### src/rtl/checksum_stream.sv
// Streaming checksum generator/checker.
// Packs p_IN_LEN-bit beats big-endian into p_WORD_LEN-bit words and folds each
// completed word into a per-packet accumulator (one's-complement, two's-complement
// or XOR). The final checksum is held with a valid/ack handshake; when the last
// beat asks for check mode, o_ok reports whether the packet (checksum included)
// folds to the mode's identity value.

// One lane of the word assembler: the active lane takes the incoming beat,
// every other lane keeps what the word register already holds.
module checksum_lane #(
  parameter int p_IN_LEN = 8
) (
  input  logic                sel,
  input  logic [p_IN_LEN-1:0] held,
  input  logic [p_IN_LEN-1:0] beat,
  output logic [p_IN_LEN-1:0] merged
);
  assign merged = sel ? beat : held;
endmodule

module checksum_stream #(
  parameter int p_WORD_LEN = 16,
  parameter int p_IN_LEN   = 8,
  parameter int p_MODE     = 0,
  parameter int p_CNT_LEN  = 16
) (
  input  logic                  i_clk,
  input  logic                  i_reset,
  input  logic [p_IN_LEN-1:0]   i_data,
  input  logic                  i_valid,
  input  logic                  i_last,
  input  logic                  i_verify,
  output logic                  o_ready,
  output logic [p_WORD_LEN-1:0] o_checksum,
  output logic                  o_ok,
  output logic                  o_valid,
  input  logic                  i_ack,
  output logic [p_CNT_LEN-1:0]  o_word_cnt
);
  localparam int N      = p_WORD_LEN / p_IN_LEN;
  localparam int LANE_W = (N > 1) ? $clog2(N) : 1;

  localparam logic [1:0] S_ACCUM = 2'd0;
  localparam logic [1:0] S_FIN   = 2'd1;
  localparam logic [1:0] S_DONE  = 2'd2;

  logic [1:0]                     state;
  logic [N-1:0][p_IN_LEN-1:0]     word_q;   // lane 0 sits in the top slice
  logic [N-1:0][p_IN_LEN-1:0]     word_d;
  logic [LANE_W-1:0]              lane;
  logic [p_WORD_LEN-1:0]          acc;
  logic [p_WORD_LEN-1:0]          acc_nxt;
  logic [p_WORD_LEN-1:0]          word_w;
  logic [p_WORD_LEN:0]            sum_ext;
  logic [p_WORD_LEN-1:0]          fin_cks;
  logic                           fin_ok;
  logic                           verify_q;
  logic                           accept;
  logic                           word_done;

  // Ready depends only on state and reset, never on i_valid.
  assign o_ready   = (state == S_ACCUM) && !i_reset;
  assign o_valid   = (state == S_DONE);
  assign accept    = i_valid && o_ready;
  assign word_done = accept && ((lane == LANE_W'(N-1)) || i_last);

  // Word assembly: lanes above the current one still hold this word's earlier
  // beats, lanes below are zero because the register clears per word, which
  // gives the zero padding of a short final word for free.
  for (genvar g = 0; g < N; g++) begin : g_lane
    checksum_lane #(.p_IN_LEN(p_IN_LEN)) u_lane (
      .sel    (lane == LANE_W'(g)),
      .held   (word_q[N-1-g]),
      .beat   (i_data),
      .merged (word_d[N-1-g])
    );
  end

  assign word_w  = word_d;
  assign sum_ext = {1'b0, acc} + {1'b0, word_w};

  // Fold the completed word into the accumulator for the selected arithmetic.
  always_comb begin
    acc_nxt = acc ^ word_w;
    if (p_MODE == 0)
      acc_nxt = sum_ext[p_WORD_LEN-1:0] + {{(p_WORD_LEN-1){1'b0}}, sum_ext[p_WORD_LEN]};
    else if (p_MODE == 1)
      acc_nxt = sum_ext[p_WORD_LEN-1:0];
  end

  // Final checksum and the identity test used in check mode.
  always_comb begin
    fin_cks = acc;
    fin_ok  = (acc == '0);
    if (p_MODE == 0) begin
      fin_cks = ~acc;
      fin_ok  = (acc == '1);
    end else if (p_MODE == 1) begin
      fin_cks = p_WORD_LEN'(0) - acc;
    end
  end

  // Packet FSM, accumulator, lane/word bookkeeping and result registers.
  always_ff @(posedge i_clk) begin
    if (i_reset) begin
      state      <= S_ACCUM;
      word_q     <= '0;
      lane       <= '0;
      acc        <= '0;
      verify_q   <= 1'b0;
      o_checksum <= '0;
      o_ok       <= 1'b0;
      o_word_cnt <= '0;
    end else begin
      case (state)
        S_ACCUM: begin
          if (accept) begin
            if (word_done) begin
              acc    <= acc_nxt;
              word_q <= '0;
              lane   <= '0;
              if (o_word_cnt != '1) o_word_cnt <= o_word_cnt + 1'b1;
            end else begin
              word_q <= word_d;
              lane   <= lane + 1'b1;
            end
            if (i_last) begin
              verify_q <= i_verify;
              state    <= S_FIN;
            end
          end
        end
        S_FIN: begin
          o_checksum <= fin_cks;
          // Only a check-mode packet can report a good match.
          o_ok       <= fin_ok && verify_q;
          state      <= S_DONE;
        end
        S_DONE: begin
          if (i_ack) begin
            acc        <= '0;
            lane       <= '0;
            o_word_cnt <= '0;
            state      <= S_ACCUM;
          end
        end
        default: state <= S_ACCUM;
      endcase
    end
  end
endmodule

### config.mk
export PLATFORM = sky130hd
export DESIGN_NAME = checksum_stream
export DESIGN_NICKNAME = d
export VERILOG_FILES = /design/src/rtl/checksum_stream.sv
export SDC_FILE = /design/constraint.sdc
export NUM_CORES = 1
export LEC_CHECK = 0
export CAP_MARGIN = 20
export CORE_MARGIN = 2
export CORE_UTILIZATION = 51
export DETAILED_ROUTE_END_ITERATION = 8
export PLACE_DENSITY_LB_ADDON = 0.25
export SLEW_MARGIN = 20
export SYNTH_ARGS = -nofsm -noshare
export SYNTH_HDL_FRONTEND = slang
export SYNTH_SLANG_ARGS = --single-unit
### constraint.sdc
create_clock -name i_clk -period 4.34 [get_ports i_clk]
set_input_delay 0.651 -clock i_clk [delete_from_list [all_inputs] [get_ports i_clk]]
set_output_delay 0.651 -clock i_clk [all_outputs]
set_load 0.02 [all_outputs]
# Word level (Yosys, flattened, before mapping)
# Index checks and enable logic that the tools add are counted.
dict set report totals {
  register_bits 69
  input_bits 14
  output_inout_bits 35
  word_cells 56
}
dict set report op_classes {
  n_addsub 4
  eq_ne 9
  muxes 19
  n_bitwise 1
  n_reduce_logical 14
}
# operator n
set ops {}
lappend ops {{$mux 16} 7}
lappend ops {{$pmux 16 s2} 2}
lappend ops {{$add 16x16->17} 1}
lappend ops {{$add 16x1->16} 1}
lappend ops {{$add 16x1->16 const B} 1}
lappend ops {{$eq 16x16->1 const B} 1}
lappend ops {{$mux 8} 2}
lappend ops {{$ne 16x16->1 const B} 1}
lappend ops {{$not 16->16} 1}
lappend ops {{$reduce_and 3->1} 3}
lappend ops {{$mux 2} 3}
lappend ops {{$ne 2x2->1 const B} 3}
lappend ops {{$pmux 2 s3} 1}
lappend ops {{$reduce_and 5->1} 1}
lappend ops {{$logic_and 1x1->1} 4}
lappend ops {{$ne 2x1->1 const B} 2}
lappend ops {{$reduce_and 4->1} 1}
lappend ops {{$mux 1} 3}
lappend ops {{$eq 2x1->1 const B} 1}
lappend ops {{$eq 2x2->1 const B} 1}
lappend ops {{$logic_not 2->1} 1}
lappend ops {{$pmux 1 s2} 1}
lappend ops {{$reduce_and 2->1} 1}
lappend ops {{$reduce_bool 2->1} 1}
lappend ops {{other kinds (3)} 3}

# Logic depth before layout (Yosys ltp)
# Gate-level depths: netlist (run 1).
dict set report depth {
  depth_word 7
  mapped_depth 21
  depth_no_buf 19
}

# Hierarchy
# Synthesis (run 1) repeated with hierarchy kept, for this count alone.
dict set report hier_totals {
  hier_cells 506
  hier_area_um2 4052.6
}
# mod instances cells_per_inst area_each_um2 seq_area_each_um2
set modules_own_cells {}
lappend modules_own_cells {checksum_stream 1 488 3789.9 1381.3}
lappend modules_own_cells {checksum_lane 2 9 131.4 0.0}

# Worst setup path after synthesis (run 1)
# Ideal clock, no wire load.
dict set report synth_path {
  path_kind {reg-to-reg}
  start {register lane}
  end {register acc[14]}
  setup_ns 0.122
  arrival_ns 4.581
  t_required_ns 4.218
  path_slack_ns -0.362
  path_stages_with_launch 22
  n_path_buf 3
  period_less_slack_ns 4.702
  cell_sequence {dfxtp_1 clkbuf_1 clkbuf_1 mux2_2 ha_1 clkbuf_1 nand2_1 nor3_1 o2111a_2 o21ai_0 nand2_1 a21o_1 a21oi_1 o21bai_1 ha_1 nand3_1 a211oi_1 o211ai_2 nor4_4 nand3_2 o311a_1 a221o_1}
}
dict set report synth_between {
  elab_chain_cells 6
  word_cells_on_any_way 11
  cone_classes {add/sub: 2; eq/ne: 1; mux: 5; reduce/logical: 3}
}
# element line_no
set synth_rtl {}
lappend synth_rtl {{from (decl)} 50} ;# logic [LANE_W-1:0] lane;
lappend synth_rtl {{from (signal assigned)} 125} ;# lane <= lane + 1'b1;
lappend synth_rtl {{$mux 8} 18} ;# assign merged = sel ? beat : held;
lappend synth_rtl {{$add 16x16->17} 80} ;# assign sum_ext = {1'b0, acc} + {1'b0, word_w};
lappend synth_rtl {{$add 16x1->16} 86} ;# acc_nxt = sum_ext[p_WORD_LEN-1:0] + {{(p_WORD_LEN-1){1'b0}}, sum_ext[p_WORD_LEN]};
lappend synth_rtl {{$mux 16} 118} ;# if (word_done) begin
lappend synth_rtl {{$mux 16} 117} ;# if (accept) begin
lappend synth_rtl {{$pmux 16 s2} 115} ;# case (state)
lappend synth_rtl {{to (signal assigned)} 119} ;# acc <= acc_nxt;
lappend synth_rtl {{to (decl)} 51} ;# logic [p_WORD_LEN-1:0] acc;
# Parallel ways exist; a longest one is shown, timed or not. The select of a mux whose other input is x is not followed.
# A chain may end at the register's enable or synchronous reset.

# Worst setup path after layout (run 1)
# Ends and elaborated chain as after synthesis.

==> results by group, run 1 <==
Power
  – Leakage Power: between 2 and 2.5 nW
  – Peak supply drop: 202.7 uV
  – Pwr Density: 279.9 nW/um^2

Clock network
  – Worst-path clk slew: around 0.080 ns
  – Clock Latency Late Sink: between 0.3 and 0.4 ns
  – CTS sink cnt: 69
  – Number of H-tree levels: 3
  – Clk root buf: clkbuf_8
  – CTS tree: done
  – CTS Buf Count: 9
  – Clk buf depth: 2
  – CTS Hold Buffers Added: 0

Logic synthesis
  – Ys flop type: dfxtp_1
  – XOR/XNOR share of the synthesized area: under 10%
  – Synth Cell Area: around 4000 sq um
  – Syn avg cell area: 8.425 sq um
  – Mapped Cells: roughly 470
  – Syn_nets: just over 500
  – Register bit total from synthesis: 69
  – Seq/Total Area, Yosys: 34.66%
  – Post-synth top area share: ~35%
  – Synth warn: 0
  – Yosys cell types: 66
  – Combinational family with the most area after synthesis: simple AND/OR/NAND/NOR gates
  – Mux share of post-synthesis cell area: under 10%
  – Largest cells by area after synthesis: dfxtp_1 (35%), nor2_1 (7.6%), ha_1 (6.0%)
  – Simple-gate share of the synthesized area: roughly a quarter
  – Biggest area consumer among synthesized cells: dfxtp_1
  – Share of flip-flops with an asynchronous set or reset: 0%
  – Complex-gate fraction of the synthesized area: between 10% and 20%
  – EDFF count, synth: 0
  – Area share of fa/ha/maj cells after synthesis: under 10%

Floorplanning
  – Initial Util: approximately 52%
  – Io pins: just under 50
  – Die footprint: 8537 sq um
  – Die Y: 92.40 microns
  – Die Span X: between 90 and 100 microns
  – Core ar.: about 7600 sq um
  – # rows: 32

Global routing
  – Initial antenna violation count: 0
  – Largest net degree at the start of global routing: 44
  – Overflow after GRT: 0
  – Vias in the first global route: approximately 3,700
  – Overall routing resource usage: about 26%
  – Global-route wire length before repair: ~17 mm

Hold path
  – Min-Delay Startpoint: word_q[11]
  – Hold/Removal Path Class: reg2reg

Setup path
  – CP startpoint kind: flip-flop
  – Type of the worst setup path: reg2reg
  – Flop-to-flop setup slack: between 0.01 and 0.015 ns
  – Critical path data arrival time: roughly 4.6 ns
  – Crit path max fanout: 8
  – CP Capture Type: flip-flop
  – CP startpoint: lane
  – R2r worst-path depth: 21
  – R2r endpoint: acc[14]
  – Worst endpoint required time: ~4.6 ns
  – Crit Reg-Reg Startpoint: lane
  – CP endpoint: acc[14]

Place
  – GPL Wtd Cong: 0.8770
  – Placed instance count: ~650
  – DP HPWL: roughly 7.7 mm
  – Buffers on Ports: 48

STA
  – Max Slew Vio Count: 0
  – Minimum clock period: approximately 4.3 ns
  – RSZ-0062 raised after global routing: true
  – Slew margin rel.: between 40% and 50%
  – Fin crit share: 99.66%
  – Clk_skew: 0.007997 ns
  – Finish-stage setup viols: 0
  – Setup TNS: 0 ns
  – Slew @ Worst Pin: 0.8187 ns
  – Fmax: about 0.23 GHz
  – Final hold vios: 0

Drt
  – DR WL/cell: about 17 microns
  – Number of DRC markers in iteration 0: roughly 260
  – Via Count: roughly 3,800
  – Total Wirelength: ~11 mm
  – DRC: 0
  – First-pass iteration count of the detailed router: 4
  – Avg Vias per Cell: 5.714
  – Post-route ant nets: 0

Cells and area
  – Share of cells above drive strength 1: between 20% and 30%
  – Ant diodes: 0
  – Area grow syn2layout: 33.78%
  – Most frequent cells in the layout: nor2_1 (81), dfxtp_1 (68), buf_4 (54), a21oi_1 (43), clkdlybuf4s50_1 (40)
  – Post-Layout Cell Count: 672
  – # nets final: 600
  – Commonest non-fill, non-tap cell in the layout: nor2_1

Run status
  – Status: finished clean

Flow run
  – Max Cap Viol: 0
==> power by group <==
part	internal [mW]	total, mW	switching, mW
logic	0.134	0.297	0.163
registers	0.652	0.673	0.0210
clock network	0.262	0.522	0.260
==> per-layer routing <==
layer	up-vias	GRT usage, %	part of all wire (%)
met2	101	45.56	51
met5	-	0	0
li1	1868	-	-
met3	32	5.045	4.4
met4	0	10.82	3.1
met1	1839	29.84	41
==> layout make-up <==
class	count	area, sq um
Clock buffer	9	123.9
Clock inverter	6	63.81
Fill cell	577	2316
Inverter	6	22.52
Multi-Input combinational cell	375	2683
Sequential cell	69	1385
Tap cell	102	127.6
Timing Repair Buffer	105	925.9
==> state kept, by name, indices dropped and copies added (netlist names) <==
register    cells
o_checksum     16
word_q         16
acc            16
o_ok            1
lane            1
verify_q        1
o_word_cnt     16
state           2
==> worst min path at each step <==
stage	end	slack (ns)	cells past startpoint
floorplan	word_q[0]	0.43	1
global placement	word_q[8]	0.44	2
detailed placement	word_q[7]	0.44	1
CTS	word_q[11]	0.46	2
global route	word_q[2]	0.48	1
finish	word_q[11]	0.46	2
==> worst max-delay path, cell delays in order, from the launching register on <==
cell	delay, ns
dfxtp_4	0.38
buf_12	0.14
buf_8	0.13
mux2_4	0.32
ha_4	0.28
nand2_4	0.05
o31ai_4	0.19
o2111a_2	0.25
o21ai_1	0.06
nand2_1	0.08
a21o_1	0.12
a21oi_2	0.05
o21bai_2	0.19
ha_2	0.23
buf_6	0.11
nand3_4	0.09
a211oi_4	0.30
o211ai_4	0.13
nor4_4	0.37
nand3_2	0.15
o311a_1	0.32
a221o_1	0.26
==> metrics by stage <==
stage                     power, mW  setup WS (ns)  hold WS, ns  instance area [sq um]  util (%)
after floorplan              0.8589       0.007490       0.4257                   4034         -
after global placement       0.9593        -0.4884       0.4356                   4913     64.25
after detailed placement     0.9658        -0.5825       0.4443                   4913     64.25
after CTS                     1.482       0.006206       0.4587                   5180     67.74
after global routing          1.551        -0.1618       0.4779                   5331     69.72
final                         1.492        0.01464       0.4597                   5331     69.72
==> cell families (layout without fill, tap and decap cells) <==
family                     Yosys count  after routing
AOI/OAI and AO/OA                   98             98
xor gates and xnor gates            33             33
adders and majority gates           20             20
buffers and inverters               29            126
DFF                                 69             69
muxes                               19             19
and+or+nand+nor                    205            205
==> synthesized netlist by cell type, drive strengths merged, types with 3 or more instances <==
cell    number
a21o         7
a21oi       45
a22oi        6
and2        10
clkbuf      22
dfxtp       69
ha          19
inv          6
mux2        17
nand2       30
nand2b       7
nand3       20
nand4       11
nor2        81
nor2b        6
nor3        12
nor3b        3
nor4         6
o21a         3
o21ai       10
o311ai       3
o31ai        3
or3          7
or4          4
xnor2       17
xor2        16
==> timing repair <==
item	CTS	global route
resized for setup	22	18
pin swaps	13	18
setup endpoints to repair	9	8
buffers inserted	2	8
gates cloned	0	0
(Power assumes the default switching activity.)
==> run 2, diff against run 1 <==
--- a/config.mk
+++ b/config.mk
@@ -5,11 +5,13 @@
 export SDC_FILE = /design/constraint.sdc
 export NUM_CORES = 1
 export LEC_CHECK = 0
+export ABC_CLOCK_PERIOD_IN_PS = 4340
 export CAP_MARGIN = 20
 export CORE_MARGIN = 2
 export CORE_UTILIZATION = 51
 export DETAILED_ROUTE_END_ITERATION = 8
 export PLACE_DENSITY_LB_ADDON = 0.25
+export SETUP_SLACK_MARGIN = 0.3
 export SLEW_MARGIN = 20
 export SYNTH_ARGS = -nofsm -noshare
 export SYNTH_HDL_FRONTEND = slang
==> run 2 against run 1 <==
Effect of this change: die area did not move; global-route usage increased by 1.1 points; final area is 2.9% higher; setup slack improved by 0.089 ns; critical path type unchanged; largest cell class unchanged.
==> results by group, run 2 (same netlist as run 1, synthesis figures left out) <==
STA
  – Min Hold Slack: 0.4544 ns
  – Minimum clock period: 4.237 ns
  – Finish-stage setup viols: 0
  – Slew margin rel.: 39.32%
  – Final hold vios: 0
  – Clk_skew: 0.007347 ns
  – Max Slew Vio Count: 0
  – Slew @ Worst Pin: approximately 0.91 ns
  – Fin crit share: a little over nine tenths
  – RSZ-0062 raised after global routing: true
  – Fmax: 0.2360 GHz

Global routing
  – Vias in the first global route: between 3,000 and 4,000
  – Overall routing resource usage: 26.66%
  – Initial antenna violation count: 0
  – Largest net degree at the start of global routing: between 40 and 50
  – Overflow after GRT: 0
  – Global-route wire length before repair: about 18 mm

Drt
  – First-pass iteration count of the detailed router: 5
  – Avg Vias per Cell: roughly 5.7
  – Post-route ant nets: 0
  – DRC: 0
  – DR WL/cell: 16.63 microns
  – Total Wirelength: around 11 mm
  – Number of DRC markers in iteration 0: approximately 260
  – Via Count: slightly below 4,000

Floorplanning
  – Io pins: 49
  – Initial Util: 52.11%
  – Die footprint: 8537 sq um
  – Die Span X: 92.40 microns
  – Core ar.: approximately 7600 sq um
  – # rows: 32
  – Die Y: ~92 microns

Cells and area
  – # nets final: around 610
  – Fillers: 556
  – Most frequent cells in the layout: nor2_1 (80), dfxtp_1 (68), buf_4 (57), a21oi_1 (42), clkdlybuf4s50_1 (40)
  – Ant diodes: 0
  – Share of cells above drive strength 1: 25.00%
  – Area grow syn2layout: 37.65%
  – Commonest non-fill, non-tap cell in the layout: nor2_1
  – Post-Layout Cell Count: 678

Hold path
  – Hold path depth: 2
  – Hold/Removal Path Class: reg2reg

Clock network
  – CTS sink cnt: roughly 70
  – Clk buf depth: 2
  – Clock Latency Late Sink: approximately 0.34 ns
  – CTS Buf Count: 9
  – Worst-path clk slew: approximately 0.08 ns
  – Clk root buf: clkbuf_8
  – CTS tree: done
  – Number of H-tree levels: 3

Power
  – Peak supply drop: 147.6 uV
  – Leakage Power: 2.148 nW
  – Final Total Pwr: 1.510 mW
  – Pwr Density: between 200 and 300 nW/um^2

Setup path
  – Type of the worst setup path: reg2reg
  – CP cell instances: buf_12 -> mux2_4 -> ha_4 -> a211oi_4 -> o31ai_4 -> o2111a_2 -> o21ai_1 -> nand2_1 -> a21o_1 -> a21oi_2 -> o21bai_2 -> buf_4 -> ha_4 -> and3_4 -> nand3b_1 -> nand4bb_1 -> or4_4 -> or4_4 -> a32o_1
  – CP startpoint kind: flip-flop
  – Crit path max fanout: 7
  – R2r worst-path depth: 19
  – Critical path data arrival time: between 4 and 5 ns
  – CP Capture Type: flip-flop
  – Slowest stage delay, CP: about 0.53 ns
  – Slowest-stage cell, CP: or4_4
  – Worst endpoint required time: 4.57 ns

Place
  – Buffers on Ports: 48
  – Placed instance count: ~650
  – GPL Wtd Cong: ~0.90
  – DP HPWL: between 7 and 8 mm

Flow run
  – Max Cap Viol: 0

Run status
  – Status: finished clean
-- run 2: cell types whose count changed in the layout (fill, tap and decap cells not counted), sizes merged --
cell and change:
dlymetal6s2s -1, buf +7, clkdlybuf4s15 +2, dlygate4sd2 -2
-- run 2: critical path, delay by kind of cell (launching register included) --
kind	cells	cell delay, ns
AOI/OAI and AO/OA	8	1.16
adders and majority gates	2	0.41
buffers and inverters	2	0.29
DFF	1	0.41
muxes	1	0.32
and+or+nand+nor	6	1.53
-- run 2: final cells by class --
cell class	instances	area, sq um	share of cell area [%]
inverters	6	22.52	0.4106
clock buffers	9	123.9	2.258
multi-input cells	375	2773	50.55
flip-flops and latches	69	1385	25.25
well taps	102	127.6	2.327
repair buffers	111	989.7	18.04
clock inverters	6	63.81	1.163
-- run 2: stage by stage --
stage	instance area [sq um]	setup slack [ns]	TNS, ns	utilization, %
final	5485	0.1034	0	71.73
after global routing	5485	-0.06915	-0.2071	71.73
after CTS	5375	0.1170	0	70.29
after detailed placement	4962	-0.5662	-4.500	64.89
after global placement	4962	-0.4296	-3.533	64.89
after floorplan	4091	0.09690	0	-
-- run 2: what timing repair did --
| action | 4_1_cts | 5_1_grt |
|---|---|---|
| pin swaps | 26 | 9 |
| setup endpoints to repair | 11 | 10 |
| gates cloned | 1 | 0 |
| hold buffers | 0 | 0 |
| gates resized for setup | 34 | 18 |
| setup buffers | 12 | 3 |
-- run 2: per-layer routing --
layer	vias to the layer above	global-route usage (%)	wire (microns)
li1	1875	-	-
met1	1852	31.86	4745
met2	123	46.90	5638
met3	35	4.394	481
met4	0	11.82	410
met5	-	0	0
-- run 2: path summary, 6_finish.rpt --
kind / slack, ns / to / from
min reg2reg: 0.45 / word_q[12] / word_q[12]
max reg2reg: 0.10 / acc[13] / lane
min: 0.45 / word_q[12] / word_q[12]
max: 0.10 / acc[13] / lane
-- run 2: report_power, final --
group | internal, mW | switching (mW) | leakage [nW] | total (mW)
combinational | 0.143 | 0.170 | 1.50 | 0.313
sequential | 0.652 | 0.0219 | 0.560 | 0.674
clock | 0.262 | 0.261 | 0.0915 | 0.523
==> run 3, diff against run 2 <==
==> constraint.sdc (replaced) <==
create_clock -name i_clk -period 4.34 [get_ports i_clk]
set_input_delay 0.434 -clock i_clk [delete_from_list [all_inputs] [get_ports i_clk]]
set_output_delay 0.434 -clock i_clk [all_outputs]
set_load 0.02 [all_outputs]
==> run 3 against run 2 <==
Effect of this change: via count is 0.75% lower; final cell count is 1.9% lower; combinational power is 2% lower; non-clock buffer count is 14 lower; wire length is 0.77% lower; power is 5.1% higher; final area is 1.6% lower; first-iteration DRC count is 19% lower; count of clock-buffer cells in the layout is 1 higher; clock power is 16% higher; critical endpoint is now acc[10].
==> results by group, run 3 (same netlist as run 1, synthesis figures left out) <==
Run status
  – Status: finished clean

Flow run
  – Max Cap Viol: 0

Cells and area
  – Area grow syn2layout: 35.45%
  – Fillers: between 600 and 700
  – Most frequent cells in the layout: nor2_1 (81), dfxtp_1 (68), clkdlybuf4s50_1 (46), a21oi_1 (43), buf_4 (43)
  – Share of cells above drive strength 1: 22.56%
  – Ant diodes: 0
  – # nets final: approximately 600
  – Commonest non-fill, non-tap cell in the layout: nor2_1

Setup path
  – Worst endpoint required time: between 4 and 5 ns
  – Crit path max fanout: 5
  – Crit Reg-Reg Startpoint: lane
  – Flop-to-flop setup slack: 0.08 ns
  – Critical path data arrival time: approximately 4.5 ns
  – R2r endpoint: acc[10]
  – R2r worst-path depth: 21
  – CP startpoint kind: flip-flop
  – Type of the worst setup path: reg2reg
  – CP Capture Type: flip-flop

STA
  – Slew margin rel.: between 20% and 30%
  – Max Slew Vio Count: 0
  – Clk_skew: just under 0.01 ns
  – Final hold vios: 0
  – Minimum clock period: 4.261 ns
  – Finish-stage setup viols: 0
  – RSZ-0062 raised after global routing: true
  – Fin crit share: between 90% and 100%
  – Min Hold Slack: 0.4057 ns
  – Fmax: 0.2347 GHz
  – Slew @ Worst Pin: 1.088 ns

Global routing
  – GR Util met1: about 34%
  – Overflow after GRT: 0
  – Busiest grt layer: met2
  – Vias in the first global route: between 3,000 and 4,000
  – Initial antenna violation count: 0
  – Met3 Use GR: 5.126%
  – Met2 usage: between 40 and 50%
  – Overall routing resource usage: between 20% and 30%
  – Global-route wire length before repair: around 18 mm
  – Largest net degree at the start of global routing: 44

Hold path
  – Hold endpoint: word_q[11]
  – Hold/Removal Path Class: in2reg
  – Hold path depth: 3
  – Min-Delay Startpoint: i_data[3]

Place
  – GPL Wtd Cong: about 0.87
  – DP HPWL: 7.933 mm
  – Buffers on Ports: 48

Drt
  – Avg Vias per Cell: just under 6
  – Total Wirelength: 11.19 mm
  – First-pass iteration count of the detailed router: 5
  – DRC: 0
  – DR WL/cell: around 17 microns
  – Via Count: ~3,900
  – Number of DRC markers in iteration 0: approximately 210
  – Post-route ant nets: 0

Power
  – Switching pwr: 452.9 uW
  – Sw Share: around 29%
  – Register share of total power: a little over two fifths
  – Comb power frac: roughly 19%
  – Clk pwr share: a little under two fifths
  – Pwr Density: 294.1 nW/um^2
  – Internal power: between 1 and 1.5 mW
  – Peak supply drop: between 200 and 250 uV
  – Leakage Power: ~2.1 nW
  – Final Total Pwr: around 1.6 mW

Floorplanning
  – Core ar.: 7647 sq um
  – Die Span X: between 90 and 100 microns
  – Die Y: roughly 92 microns
  – # rows: 32
  – Die footprint: about 8500 sq um
  – Io pins: 49
  – Initial Util: between 50% and 60%

Clock network
  – CTS Hold Buffers Added: 0
  – CTS Buf Count: 9
  – Clock Latency Late Sink: between 0.3 and 0.4 ns
  – CTS sink cnt: between 60 and 70
  – Clk root buf: clkbuf_8
  – Number of H-tree levels: 3
  – CTS tree: done
  – Clk buf depth: 2
  – Worst-path clk slew: around 0.080 ns
-- run 3: changes by cell type in the layout (fill, tap and decap cells not counted), moves of 2 or more --
cell / change
ha_1: -2
clkinv_4: +2
buf_4: -14
clkinv_2: -2
dlygate4sd2_1: -4
o21ai_1: +2
clkdlybuf4s15_1: -2
clkdlybuf4s50_1: +6
-- run 3: power by group through the flow --
stage / Sequential (mW) / Clock (mW) / Combinational, mW
2_1_floorplan: 0.690 / 0 / 0.178
3_3_place_gp: 0.688 / 0 / 0.269
3_5_place_dp: 0.688 / 0 / 0.278
4_1_cts: 0.673 / 0.614 / 0.289
5_1_grt: 0.675 / 0.640 / 0.333
6_report: 0.672 / 0.608 / 0.307
-- run 3: routing by layer --
| layer | part of all wire, % | up-vias |
|---|---|---|
| li1 | - | 1861 |
| met1 | 43 | 1841 |
| met2 | 49 | 129 |
| met3 | 5.9 | 25 |
| met4 | 1.9 | 0 |
| met5 | 0 | - |
-- run 3: area by class of cell --
cell class              count  area, sq um  share of cell area, %
flip-flops and latches     69         1385                  25.66
clock inverters             6        93.84                  1.739
well taps                 102        127.6                  2.364
multi-input cells         375         2750                  50.95
clock buffers              10        137.6                  2.550
repair buffers             97        880.8                  16.32
inverters                   6        22.52                 0.4172
-- run 3: per-stage QoR --
stage | cell area (sq um) | utilization, % | instances | setup slack, ns | TNS [ns]
global placement | 4911 | 64.22 | 636 | -0.2058 | -1.305
floorplan | 4156 | - | 473 | 0.2309 | 0
detailed placement | 4911 | 64.22 | 636 | -0.3541 | -2.266
CTS | 5274 | 68.96 | 662 | 0.1066 | 0
finish | 5398 | 70.58 | 665 | 0.07943 | 0
global route | 5398 | 70.58 | 665 | -0.006595 | -0.006595
-- run 3: worst max-delay path: stages, from the launching register on --
cell and delay, ns:
dfxtp_4 0.38, buf_6 0.14, mux2_4 0.32, ha_4 0.16
fa_2 0.38, a211oi_4 0.36, o31ai_4 0.10, o2111a_2 0.27
o21ai_1 0.11, nand2_1 0.06, a21o_1 0.19, a21oi_2 0.16
o21bai_2 0.11, ha_2 0.21, and3_4 0.18, and4_4 0.15
o211ai_4 0.24, nor4_4 0.09, buf_4 0.17, and4_1 0.15
o21ai_1 0.12, a21oi_1 0.08
-- run 3: repair_timing --
| action | in CTS | in global routing |
|---|---|---|
| endpoints found under the setup margin | 10 | 10 |
| endpoints found under the hold margin | 0 | 0 |
| resized for setup | 12 | 17 |
| setup buffers | 10 | 3 |
| pin swaps | 20 | 14 |
-- run 3: how the worst max path moves through the flow --
stage / end / start / slack (ns) / cells after the start
after detailed placement: acc[12] / i_data[0] / -0.35 / 20
final: acc[10] / lane / 0.08 / 21
after global routing: acc[8] / lane / -0.007 / 20
after floorplan: acc[14] / lane / 0.23 / 19
after CTS: acc[14] / lane / 0.11 / 20
after global placement: acc[14] / i_data[0] / -0.21 / 20
